File: src/rtl/port_input_buffer_if.sv
// Flit-side bundle between an upstream link, the port input buffer and the round-robin arbiter.
// The master modport belongs to the upstream/arbiter side; the slave modport belongs to the buffer.
interface port_input_buffer_if #(
  parameter int DATA_WIDTH = 32
);
  logic [DATA_WIDTH-1:0] flit_in;
  logic                  valid_in;
  logic                  ready_out;
  logic                  grant;
  logic                  req;
  logic [2:0]            flit_id;
  logic [11:0]           length;
  logic [DATA_WIDTH-1:0] flit_out;
  logic                  flit_valid_out;

  modport master (
    output flit_in, valid_in, grant,
    input  ready_out, req, flit_id, length, flit_out, flit_valid_out
  );

  modport slave (
    input  flit_in, valid_in, grant,
    output ready_out, req, flit_id, length, flit_out, flit_valid_out
  );
endinterface

File: src/rtl/port_input_buffer.sv
// Per-port flit FIFO with head decode and IDLE/PKT packet tracker; zero-cycle head latency, ready_out = !full.
// Define INBUF_DROP_CNT_EN to add the saturating 8-bit drop_cnt output.
module port_input_buffer #(
  parameter int DATA_WIDTH = 32,
  parameter int DEPTH      = 4
) (
  input  logic                clk,
  input  logic                rst,
  port_input_buffer_if.slave  bus
`ifdef INBUF_DROP_CNT_EN
  ,
  output logic [7:0]          drop_cnt
`endif
);

  localparam int AW = $clog2(DEPTH);
  localparam logic [AW-1:0] PTR_ONE  = AW'(1);
  localparam logic [AW:0]   CNT_ONE  = (AW+1)'(1);
  localparam logic [AW:0]   FULL_CNT = (AW+1)'(DEPTH);

  typedef enum logic {
    ST_IDLE = 1'b0,
    ST_PKT  = 1'b1
  } state_e;

  logic [DATA_WIDTH-1:0] mem_q [DEPTH];
  logic [AW-1:0]         wr_ptr_q, wr_ptr_d;
  logic [AW-1:0]         rd_ptr_q, rd_ptr_d;
  logic [AW:0]           cnt_q, cnt_d;
  state_e                state_q, state_d;

  logic                  empty, full, push, pop, drop, req_c;
  logic [DATA_WIDTH-1:0] head;
  logic [2:0]            head_id;
  logic                  head_hdr, head_tail, head_legal;

  assign empty      = (cnt_q == '0);
  assign full       = (cnt_q == FULL_CNT);
  assign push       = bus.valid_in && !full;
  assign head       = mem_q[rd_ptr_q];
  assign head_id    = head[DATA_WIDTH-1 -: 3];
  assign head_hdr   = (head_id == 3'b001);
  assign head_tail  = (head_id == 3'b100);
  assign head_legal = head_hdr || head_tail || (head_id == 3'b010);

  // Drops never depend on grant: a malformed head is discarded one per cycle on its own.
  always_comb begin
    state_d = state_q;
    pop     = 1'b0;
    drop    = 1'b0;
    req_c   = 1'b0;
    if (!empty) begin
      if (state_q == ST_IDLE) begin
        drop  = !head_hdr;
        req_c = head_hdr;
        if (head_hdr && bus.grant) begin
          pop     = 1'b1;
          state_d = ST_PKT;
        end
      end else begin
        drop  = !head_legal;
        req_c = head_legal;
        if (head_legal && bus.grant) begin
          pop = 1'b1;
          if (head_tail) begin
            state_d = ST_IDLE;
          end
        end
      end
      if (drop) begin
        pop = 1'b1;
      end
    end
  end

  always_comb begin
    wr_ptr_d = push ? wr_ptr_q + PTR_ONE : wr_ptr_q;
    rd_ptr_d = pop  ? rd_ptr_q + PTR_ONE : rd_ptr_q;
    cnt_d    = cnt_q;
    if (push && !pop) begin
      cnt_d = cnt_q + CNT_ONE;
    end else if (pop && !push) begin
      cnt_d = cnt_q - CNT_ONE;
    end
  end

  always_ff @(posedge clk or negedge rst) begin
    if (!rst) begin
      wr_ptr_q <= '0;
      rd_ptr_q <= '0;
      cnt_q    <= '0;
      state_q  <= ST_IDLE;
    end else begin
      wr_ptr_q <= wr_ptr_d;
      rd_ptr_q <= rd_ptr_d;
      cnt_q    <= cnt_d;
      state_q  <= state_d;
    end
  end

  // Storage is left unreset; empty/full gate every use of its contents.
  always_ff @(posedge clk) begin
    if (push) begin
      mem_q[wr_ptr_q] <= bus.flit_in;
    end
  end

  assign bus.ready_out      = !full;
  assign bus.req            = req_c;
  assign bus.flit_id        = empty ? 3'b000 : head_id;
  assign bus.length         = (!empty && head_hdr) ? head[11:0] : 12'd0;
  assign bus.flit_out       = head;
  assign bus.flit_valid_out = pop && !drop;

`ifdef INBUF_DROP_CNT_EN
  logic [7:0] drop_cnt_q, drop_cnt_d;

  always_comb begin
    drop_cnt_d = drop_cnt_q;
    if (drop && (drop_cnt_q != 8'hFF)) begin
      drop_cnt_d = drop_cnt_q + 8'd1;
    end
  end

  always_ff @(posedge clk or negedge rst) begin
    if (!rst) begin
      drop_cnt_q <= '0;
    end else begin
      drop_cnt_q <= drop_cnt_d;
    end
  end

  assign drop_cnt = drop_cnt_q;
`endif

endmodule

File: src/flat_wrapper.sv
// flat-port wrapper written by rule: the top's interface ports become plain ports
module port_input_buffer_flat 
#(
  parameter int DATA_WIDTH = 32,
  parameter int DEPTH      = 4
)
  (clk, rst, bus_flit_in, bus_valid_in, bus_grant, bus_ready_out, bus_req, bus_flit_id, bus_length, bus_flit_out, bus_flit_valid_out);
  port_input_buffer_if #(.DATA_WIDTH(DATA_WIDTH)) bus_i ();
  input  logic clk;
  input  logic rst;
  input wire logic [$bits(bus_i.flit_in)-1:0] bus_flit_in;
  input wire logic [$bits(bus_i.valid_in)-1:0] bus_valid_in;
  input wire logic [$bits(bus_i.grant)-1:0] bus_grant;
  output wire logic [$bits(bus_i.ready_out)-1:0] bus_ready_out;
  output wire logic [$bits(bus_i.req)-1:0] bus_req;
  output wire logic [$bits(bus_i.flit_id)-1:0] bus_flit_id;
  output wire logic [$bits(bus_i.length)-1:0] bus_length;
  output wire logic [$bits(bus_i.flit_out)-1:0] bus_flit_out;
  output wire logic [$bits(bus_i.flit_valid_out)-1:0] bus_flit_valid_out;
  assign bus_i.flit_in = bus_flit_in;
  assign bus_i.valid_in = bus_valid_in;
  assign bus_i.grant = bus_grant;
  assign bus_ready_out = bus_i.ready_out;
  assign bus_req = bus_i.req;
  assign bus_flit_id = bus_i.flit_id;
  assign bus_length = bus_i.length;
  assign bus_flit_out = bus_i.flit_out;
  assign bus_flit_valid_out = bus_i.flit_valid_out;
  port_input_buffer #(.DATA_WIDTH(DATA_WIDTH), .DEPTH(DEPTH)) u_core (.clk(clk), .rst(rst), .bus(bus_i));
endmodule
File: config.mk
export PLATFORM = sky130hd
export DESIGN_NAME = port_input_buffer_flat
export DESIGN_NICKNAME = d
export VERILOG_FILES = /design/src/rtl/port_input_buffer_if.sv /design/src/rtl/port_input_buffer.sv /design/src/flat_wrapper.sv
export SDC_FILE = /design/constraint.sdc
export NUM_CORES = 1
export LEC_CHECK = 0
export CAP_MARGIN = 30
export CORE_ASPECT_RATIO = 1.5
export CORE_UTILIZATION = 36
export CTS_CLUSTER_DIAMETER = 80
export CTS_CLUSTER_SIZE = 12
export DETAILED_ROUTE_END_ITERATION = 8
export HOLD_SLACK_MARGIN = 0.1
export PLACE_DENSITY_LB_ADDON = 0.1
export RECOVER_POWER = 25
export SKIP_LAST_GASP = 1
export SLEW_MARGIN = 0
export SYNTH_ARGS = -nofsm -noshare
export SYNTH_HDL_FRONTEND = slang
export SYNTH_SLANG_ARGS = --single-unit
File: constraint.sdc
create_clock -name clk -period 4.8 [get_ports clk]
set_input_delay 0.48 -clock clk [delete_from_list [all_inputs] [get_ports clk]]
set_output_delay 0.48 -clock clk [all_outputs]
set_load 0.02 [all_outputs]
Word-level counts from Yosys, hierarchy flattened
Memory sizes are Yosys's and may differ from the RTL's.
Index checks and enable logic that the tools add are counted.
- register bits: 8
- bits in writable memories: 128
- bits of input ports: 36
- logic and storage cells: 50
- memories: 1
- add/sub/neg operators: 4
- eq/ne operators: 4
- muxes and demuxes: 19
- reduce and logical (&&, ||, !) cells: 18
- memory list (memory ; depth ; width ; rd ports ; clocked after memory_dff ; write ports ; line ; source):
    u_core.mem_q ; 4 ; 32 ; 1 ; 0 ; 1 ; port_input_buffer.sv:26 ; logic [DATA_WIDTH-1:0] mem_q [DEPTH];
- operators by type and width (kind ; number):
    two-way mux 1 bit ; 15
    two-way mux 12 bit ; 1
    two-way mux 3 bit ; 3
    logical AND 1 bit ; 7
    logical NOT 1 bit ; 7
    == test 3 bit (second input constant) ; 2
    adder 2 x 1 -> 2 bit (second input constant) ; 2
    adder 3 x 1 -> 3 bit (second input constant) ; 1
    == test 3 x 1 -> 1 bit (second input constant) ; 1
    == test 3 x 2 -> 1 bit (second input constant) ; 1
    logical NOT 3 bit ; 1
    subtractor 3 x 1 -> 3 bit (second input constant) ; 1
    logical OR 1 bit ; 2
    nonzero test 2 bit ; 1

Logic depth before layout (Yosys ltp)
An unclocked memory read counts as a cell.
- word-level depth: 12
- mapped depth: 11
- mapped depth without buffers: 10

Least setup slack after synthesis
Ideal clock, no wire load.
- kind: register -> register
- start point: reg u_core.rd_ptr_q[0]
- end point: reg u_core.cnt_q[2]
- setup time: 0.079 ns
- arrival time: 2.541 ns
- setup slack: 2.180 ns
- stages on the path, launching flop included: 12
- clock period less this slack: 2.620 ns
- cells stage by stage: dfrtp_1 > buf_6 > mux4_2 > nor4b_4 > a211oi_2 > inv_1 > ha_1 > inv_1 > fa_1 > xor2_1 > nor2_1 > xor2_1
- longest elaborated chain between the ends: 12
- elaborated cells between the ends (all ways): 22
- RTL lines (item ; line ; source):
    from (decl) ; port_input_buffer.sv:28 ; logic [AW-1:0] rd_ptr_q, rd_ptr_d;
    from (signal assigned) ; port_input_buffer.sv:95 ; rd_ptr_q <= rd_ptr_d;
    memory (4 x 32 bit) * ; -- ;
    net bus_flit_out[30] ; flat_wrapper.sv:18 ; output wire logic [$bits(bus_i.flit_out)-1:0] bus_flit_out;
    == test 3 x 1 -> 1 bit / == test 3 bit (equally long branches) ; port_input_buffer.sv:42, port_input_buffer.sv:43 ;
    logical OR 1 bit (2 in series) ; port_input_buffer.sv:44 ; assign head_legal = head_hdr || head_tail || (head_id == 3'b010);
    logical AND 1 bit / logical NOT 1 bit (equally long branches) ; port_input_buffer.sv:63, port_input_buffer.sv:61 ;
    two-way mux 1 bit, on equally long branches ; port_input_buffer.sv:63, port_input_buffer.sv:53 ;
    two-way mux 1 bit, on equally long branches ; port_input_buffer.sv:53, port_input_buffer.sv:52 ;
    two-way mux 1 bit * ; port_input_buffer.sv:70 ; if (drop) begin
    two-way mux 1 bit * ; port_input_buffer.sv:52 ; if (!empty) begin
    logical NOT 1 bit ; port_input_buffer.sv:80 ; if (push && !pop) begin
    logical AND 1 bit ; port_input_buffer.sv:80 ;
    two-way mux 3 bit / nonzero test 2 bit (equally long branches) ; -- ;
    to (signal assigned) ; port_input_buffer.sv:96 ; cnt_q <= cnt_d;
    to (decl) ; port_input_buffer.sv:29 ; logic [AW:0] cnt_q, cnt_d;
The timed path passes the listed nets; every way through them passes the cells marked *. The select of a mux whose other input is x is not followed.
A chain may end at the register's enable or synchronous reset.

Worst setup path in the final report
- start point: reg u_core.rd_ptr_q[0]
- end point: out bus_flit_valid_out
- longest elaborated chain between the ends: 10
- elaborated cells between the ends (all ways): 20
- RTL lines (item ; line ; source):
    memory (4 x 32 bit) * ; -- ;
    == test 3 x 1 -> 1 bit / == test 3 bit (equally long branches) ; port_input_buffer.sv:42, port_input_buffer.sv:43 ;
    logical OR 1 bit (2 in series) ; port_input_buffer.sv:44 ;
    logical AND 1 bit / logical NOT 1 bit (equally long branches) ; port_input_buffer.sv:63, port_input_buffer.sv:61 ;
    two-way mux 1 bit, on equally long branches ; port_input_buffer.sv:63, port_input_buffer.sv:53 ;
    two-way mux 1 bit, on equally long branches ; port_input_buffer.sv:53, port_input_buffer.sv:52 ;
    two-way mux 1 bit, on equally long branches ; port_input_buffer.sv:70, port_input_buffer.sv:52 ;
    two-way mux 1 bit / logical NOT 1 bit (equally long branches) ; port_input_buffer.sv:52, port_input_buffer.sv:113 ;
    logical AND 1 bit * ; port_input_buffer.sv:113 ; assign bus.flit_valid_out = pop && !drop;
    to (decl) ; flat_wrapper.sv:19 ; output wire logic [$bits(bus_i.flit_valid_out)-1:0] bus_flit_valid_out;
Mark *: on every way between the ends. The rest lies on a longest branch, timed or not. The select of a mux whose other input is x is not followed.

==> results_tabular.tex <==
\begin{tabular}{lr}
\hline
Metric & Value \\
\hline
\multicolumn{2}{l}{\textbf{Run status}} \\
\quad Result of the run & finished clean \\
\multicolumn{2}{l}{\textbf{Timing}} \\
\quad Max-slew violations & 0 \\
\quad Setup repair after global routing missed its margin & no \\
\quad Worst Max-Slew Pin Slew & 0.940 ns \\
\quad Post-route clock period utilization & 0.782 \\
\quad Number of setup violations in the final report & 0 \\
\quad Min cycle time layout & 3.75 ns \\
\quad Largest clock skew in the final design & 0.0146 ns \\
\quad Slew margin rel. & 0.374 \\
\quad Sum of negative setup slack & 0 ns \\
\quad Endpoints failing hold & 0 \\
\quad Maximum clock frequency & 266 MHz \\
\multicolumn{2}{l}{\textbf{Pwr}} \\
\quad Switching power of the nets & 1.51 mW \\
\quad Leakage power figure & 2.33 nW \\
\quad Switching part of the total power & 0.325 \\
\quad Int Pwr & 3.14 mW \\
\quad Worst IR Drop VDD & 262 uV \\
\quad Combinational power share & 0.374 \\
\quad Power per cell area & 672 nW/um\^{}2 \\
\quad Sequential Power Share & 0.373 \\
\quad Clock network fraction of design power & 0.252 \\
\multicolumn{2}{l}{\textbf{Synthesis}} \\
\quad Top FF cell, synth & sky130\_fd\_sc\_hd\_\_edfxtp\_1 \\
\quad EDFF count, synth & 128 \\
\quad Syn Area/Cell & 22.0 um\^{}2 \\
\quad Post-synthesis cell count & 242 \\
\quad Flops \& latches, synth & 136 \\
\quad Post-synthesis instance area & 5320 um\^{}2 \\
\quad Async SR Flop Fraction & 0.0588 \\
\quad Number of distinct library cells after synthesis & 30 \\
\quad Post-synthesis sequential area ratio & 0.760 \\
\quad Total number of yosys warnings & 0 \\
\quad Post-synth net total & 284 \\
\multicolumn{2}{l}{\textbf{Setup path}} \\
\quad Top delay family on crit path & flip-flops \\
\quad Crit end category & output port \\
\quad Critical Path Fanout Max & 20 \\
\quad Required time of the critical path & 4.32 ns \\
\quad Library cell contributing the largest single delay on the critical path & sky130\_fd\_sc\_hd\_\_dfrtp\_2 \\
\quad Peak per-stage delay on the critical path & 0.79 ns \\
\quad Cell-by-cell listing of the critical path & mux4\_2 -> nor2\_2 -> a22oi\_1 -> nor2\_1 -> clkdlybuf4s50\_1 \\
\quad Startpoint kind of the worst setup timing path & flop \\
\quad Start-to-end type of the worst setup path & flop to output port \\
\quad Worst endpoint data arrival time & 3.27 ns \\
\quad Bufs and invs on worst path & 1 \\
\multicolumn{2}{l}{\textbf{Global route}} \\
\quad Overflow left after global routing & 0 \\
\quad First-pass GRT wire length & 15,500 um \\
\quad Pin count of the biggest net entering global routing & 33 \\
\quad Global Route Usage Sum & 0.145 \\
\quad Via count of the first global-routing pass & 2,756 \\
\quad Initial antenna violation count & 2 \\
\multicolumn{2}{l}{\textbf{Clock tree}} \\
\quad Resized cells post-CTS & 0 \\
\quad Number of setup buffers added after CTS & 0 \\
\quad CTS Root Cell & sky130\_fd\_sc\_hd\_\_clkbuf\_16 \\
\quad H-tree levels & 4 \\
\quad CTS tree & done \\
\quad Number of sinks on the clock net & 136 \\
\quad Hold\_buf cts & 0 \\
\quad Latest clock arrival within the worst-skew pair & 0.41 ns \\
\quad CTS Buffer Depth & 2 \\
\quad Clock slew at the register clock pins of the worst setup and hold paths & 0.06 ns \\
\quad Total clock buffers created by CTS & 17 \\
\multicolumn{2}{l}{\textbf{Finish}} \\
\quad Total Nets Final & 379 \\
\quad Fraction of final layout cells sized beyond drive strength 1 & 0.214 \\
\quad Synth-to-layout area growth & 30.2\% \\
\quad Post-Layout Inst Area & 6930 um\^{}2 \\
\multicolumn{2}{l}{\textbf{Routing}} \\
\quad Via-per-instance ratio & 4.72 \\
\quad Sum of routed wire length over all layers & 10,000 um \\
\quad Total via count in the routed design & 2,587 \\
\quad Wirelength per Cell & 18.3 um \\
\quad Initial DRT Pass Iterations & 4 \\
\quad Antenna viol nets, final & 0 \\
\quad DRC & 0 \\
\quad Violation count after the first detailed-routing iteration & 128 \\
\multicolumn{2}{l}{\textbf{Die}} \\
\quad Placeable core region & 14,500 um\^{}2 \\
\quad Height of the chip & 151 um \\
\quad Die Area & 15,300 um\^{}2 \\
\quad Standard-cell rows & 54 \\
\quad Number of top-level pins & 86 \\
\quad Horiz. Die Dim & 101 um \\
\quad Starting Density & 0.368 \\
\multicolumn{2}{l}{\textbf{Placement}} \\
\quad Sum of net half-perimeters after detailed placement & 6150 um \\
\quad Area after DPL & 6380 um\^{}2 \\
\quad Port Buf Inserts & 85 \\
\quad Final weighted congestion in routability-driven placement & 0.669 \\
\multicolumn{2}{l}{\textbf{Min path}} \\
\quad Worst min-delay path category & input pin to async pin \\
\multicolumn{2}{l}{\textbf{Job}} \\
\quad Total of max-cap violations & 0 \\
\hline
\end{tabular}
[cells in the final DEF, fill, tap and decap left out, types with 2 or more instances in the layout]
cell type,n
sky130_fd_sc_hd__mux4_2,33
sky130_fd_sc_hd__clkinvlp_4,3
sky130_fd_sc_hd__xor2_1,8
sky130_fd_sc_hd__and3_1,12
sky130_fd_sc_hd__clkinv_1,3
sky130_fd_sc_hd__inv_1,4
sky130_fd_sc_hd__inv_6,2
sky130_fd_sc_hd__dfrtp_2,2
sky130_fd_sc_hd__ha_1,5
sky130_fd_sc_hd__dfrtp_1,6
sky130_fd_sc_hd__buf_4,2
sky130_fd_sc_hd__nand2_1,3
sky130_fd_sc_hd__diode_2,2
sky130_fd_sc_hd__clkdlybuf4s50_1,65
sky130_fd_sc_hd__dlygate4sd3_1,20
sky130_fd_sc_hd__nor2_1,5
sky130_fd_sc_hd__edfxtp_1,128
sky130_fd_sc_hd__clkinv_2,3
sky130_fd_sc_hd__and2_1,3
sky130_fd_sc_hd__xnor2_1,2
sky130_fd_sc_hd__clkbuf_16,17
sky130_fd_sc_hd__a211oi_2,2
sky130_fd_sc_hd__mux2_2,2
sky130_fd_sc_hd__and3_2,4
sky130_fd_sc_hd__clkbuf_1,2
[power groups by stage]
stage	Clock (mW)	Sequential (mW)	Combinational (mW)
after global routing	1.25	1.78	1.87
after floorplan	0	1.66	1.15
after global placement	0	1.77	1.78
after detailed placement	0	1.77	1.79
after CTS	1.20	1.75	1.79
final	1.17	1.74	1.74
[sequential cells by signal, summed over array words and instances, names as in the netlist]
name,count
u_core.cnt_q,3
u_core.mem_q,128
u_core.rd_ptr_q,2
u_core.state_q,1
u_core.wr_ptr_q,2
[cell families after synthesis]
kind of cell	share of synthesized area
XOR/XNOR	0.0165
flip-flops	0.760
AND/OR/NAND/NOR	0.0423
AO/OA/AOI/OAI	0.00823
multiplexers	0.144
adder cells (fa/ha/maj)	0.0155
buffers and inverters	0.0132
[synth_stat cells (3+ instances only)]
master                     instances  area (um^2)
sky130_fd_sc_hd__ha_1              5         62.6
sky130_fd_sc_hd__inv_1             4         15.0
sky130_fd_sc_hd__and3_1           16          100
sky130_fd_sc_hd__and2_1            3         18.8
sky130_fd_sc_hd__nor2_1            5         18.8
sky130_fd_sc_hd__buf_2             4         20.0
sky130_fd_sc_hd__mux4_2           33          743
sky130_fd_sc_hd__dfrtp_1           8          200
sky130_fd_sc_hd__xor2_1            8         70.1
sky130_fd_sc_hd__nand2_1           3         11.3
sky130_fd_sc_hd__edfxtp_1        128         3840
sky130_fd_sc_hd__clkbuf_1          3         11.3
[worst reg2reg max path, cell delays in order (launching register included)]
cell and delay, ns:
sky130_fd_sc_hd__dfrtp_2 0.79, sky130_fd_sc_hd__mux4_2 0.67, sky130_fd_sc_hd__nor4b_4 0.36, sky130_fd_sc_hd__a211oi_2 0.11, sky130_fd_sc_hd__inv_1 0.08, sky130_fd_sc_hd__ha_1 0.17, sky130_fd_sc_hd__inv_1 0.06, sky130_fd_sc_hd__fa_1 0.37
sky130_fd_sc_hd__xor2_1 0.17, sky130_fd_sc_hd__nor2_1 0.12, sky130_fd_sc_hd__xor2_1 0.15
[metrics by stage]
step	total power, mW	util	hold WS (ns)	cells	setup slack [ns]
6_report	4.65	0.479	0.436	548	1.05
5_1_grt	4.90	0.479	0.470	547	0.805
4_1_cts	4.75	0.479	0.374	546	0.931
3_5_place_dp	3.56	0.441	0.515	514	1.37
3_3_place_gp	3.54	0.441	0.517	514	1.39
2_1_floorplan	2.81	-	0.184	242	2.18
[cell type report]
cell class	count	area [um^2]
fillers	1301	7530
flip-flops and latches	136	4050
multi-input cells	91	1210
repair buffers	87	866
clock buffers	19	433
well taps	196	245
clock inverters	13	105
inverters	4	15.0
diodes	2	5.00
[final timing paths]
| kind | start | to | slack [ns] | cells after the start |
|---|---|---|---|---|
| worst min register to register | u_core.cnt_q[2] | u_core.cnt_q[2] | 0.52 | 1 |
| worst min-delay path | rst | u_core.cnt_q[2] | 0.44 | 1 |
| min in group clk | u_core.cnt_q[2] | u_core.cnt_q[2] | 0.52 | 1 |
| max in group asynchronous | rst | u_core.rd_ptr_q[0] | 4.04 | 1 |
| worst max register to register | u_core.rd_ptr_q[0] | u_core.cnt_q[2] | 1.69 | 10 |
| worst max-delay path | u_core.rd_ptr_q[0] | bus_flit_valid_out | 1.05 | 5 |
[layer usage]
metal / GRT usage / part of all wire / wire (um) / vias to the layer above
li1: - / - / - / 1191
met1: 0.165 / 0.40 / 4040 / 1327
met2: 0.255 / 0.55 / 5560 / 61
met3: 0.0475 / 0.035 / 354 / 8
met4: 0.0478 / 0.0084 / 84 / 0
met5: 0 / 0 / 0 / -
(Power assumes the default switching activity.)
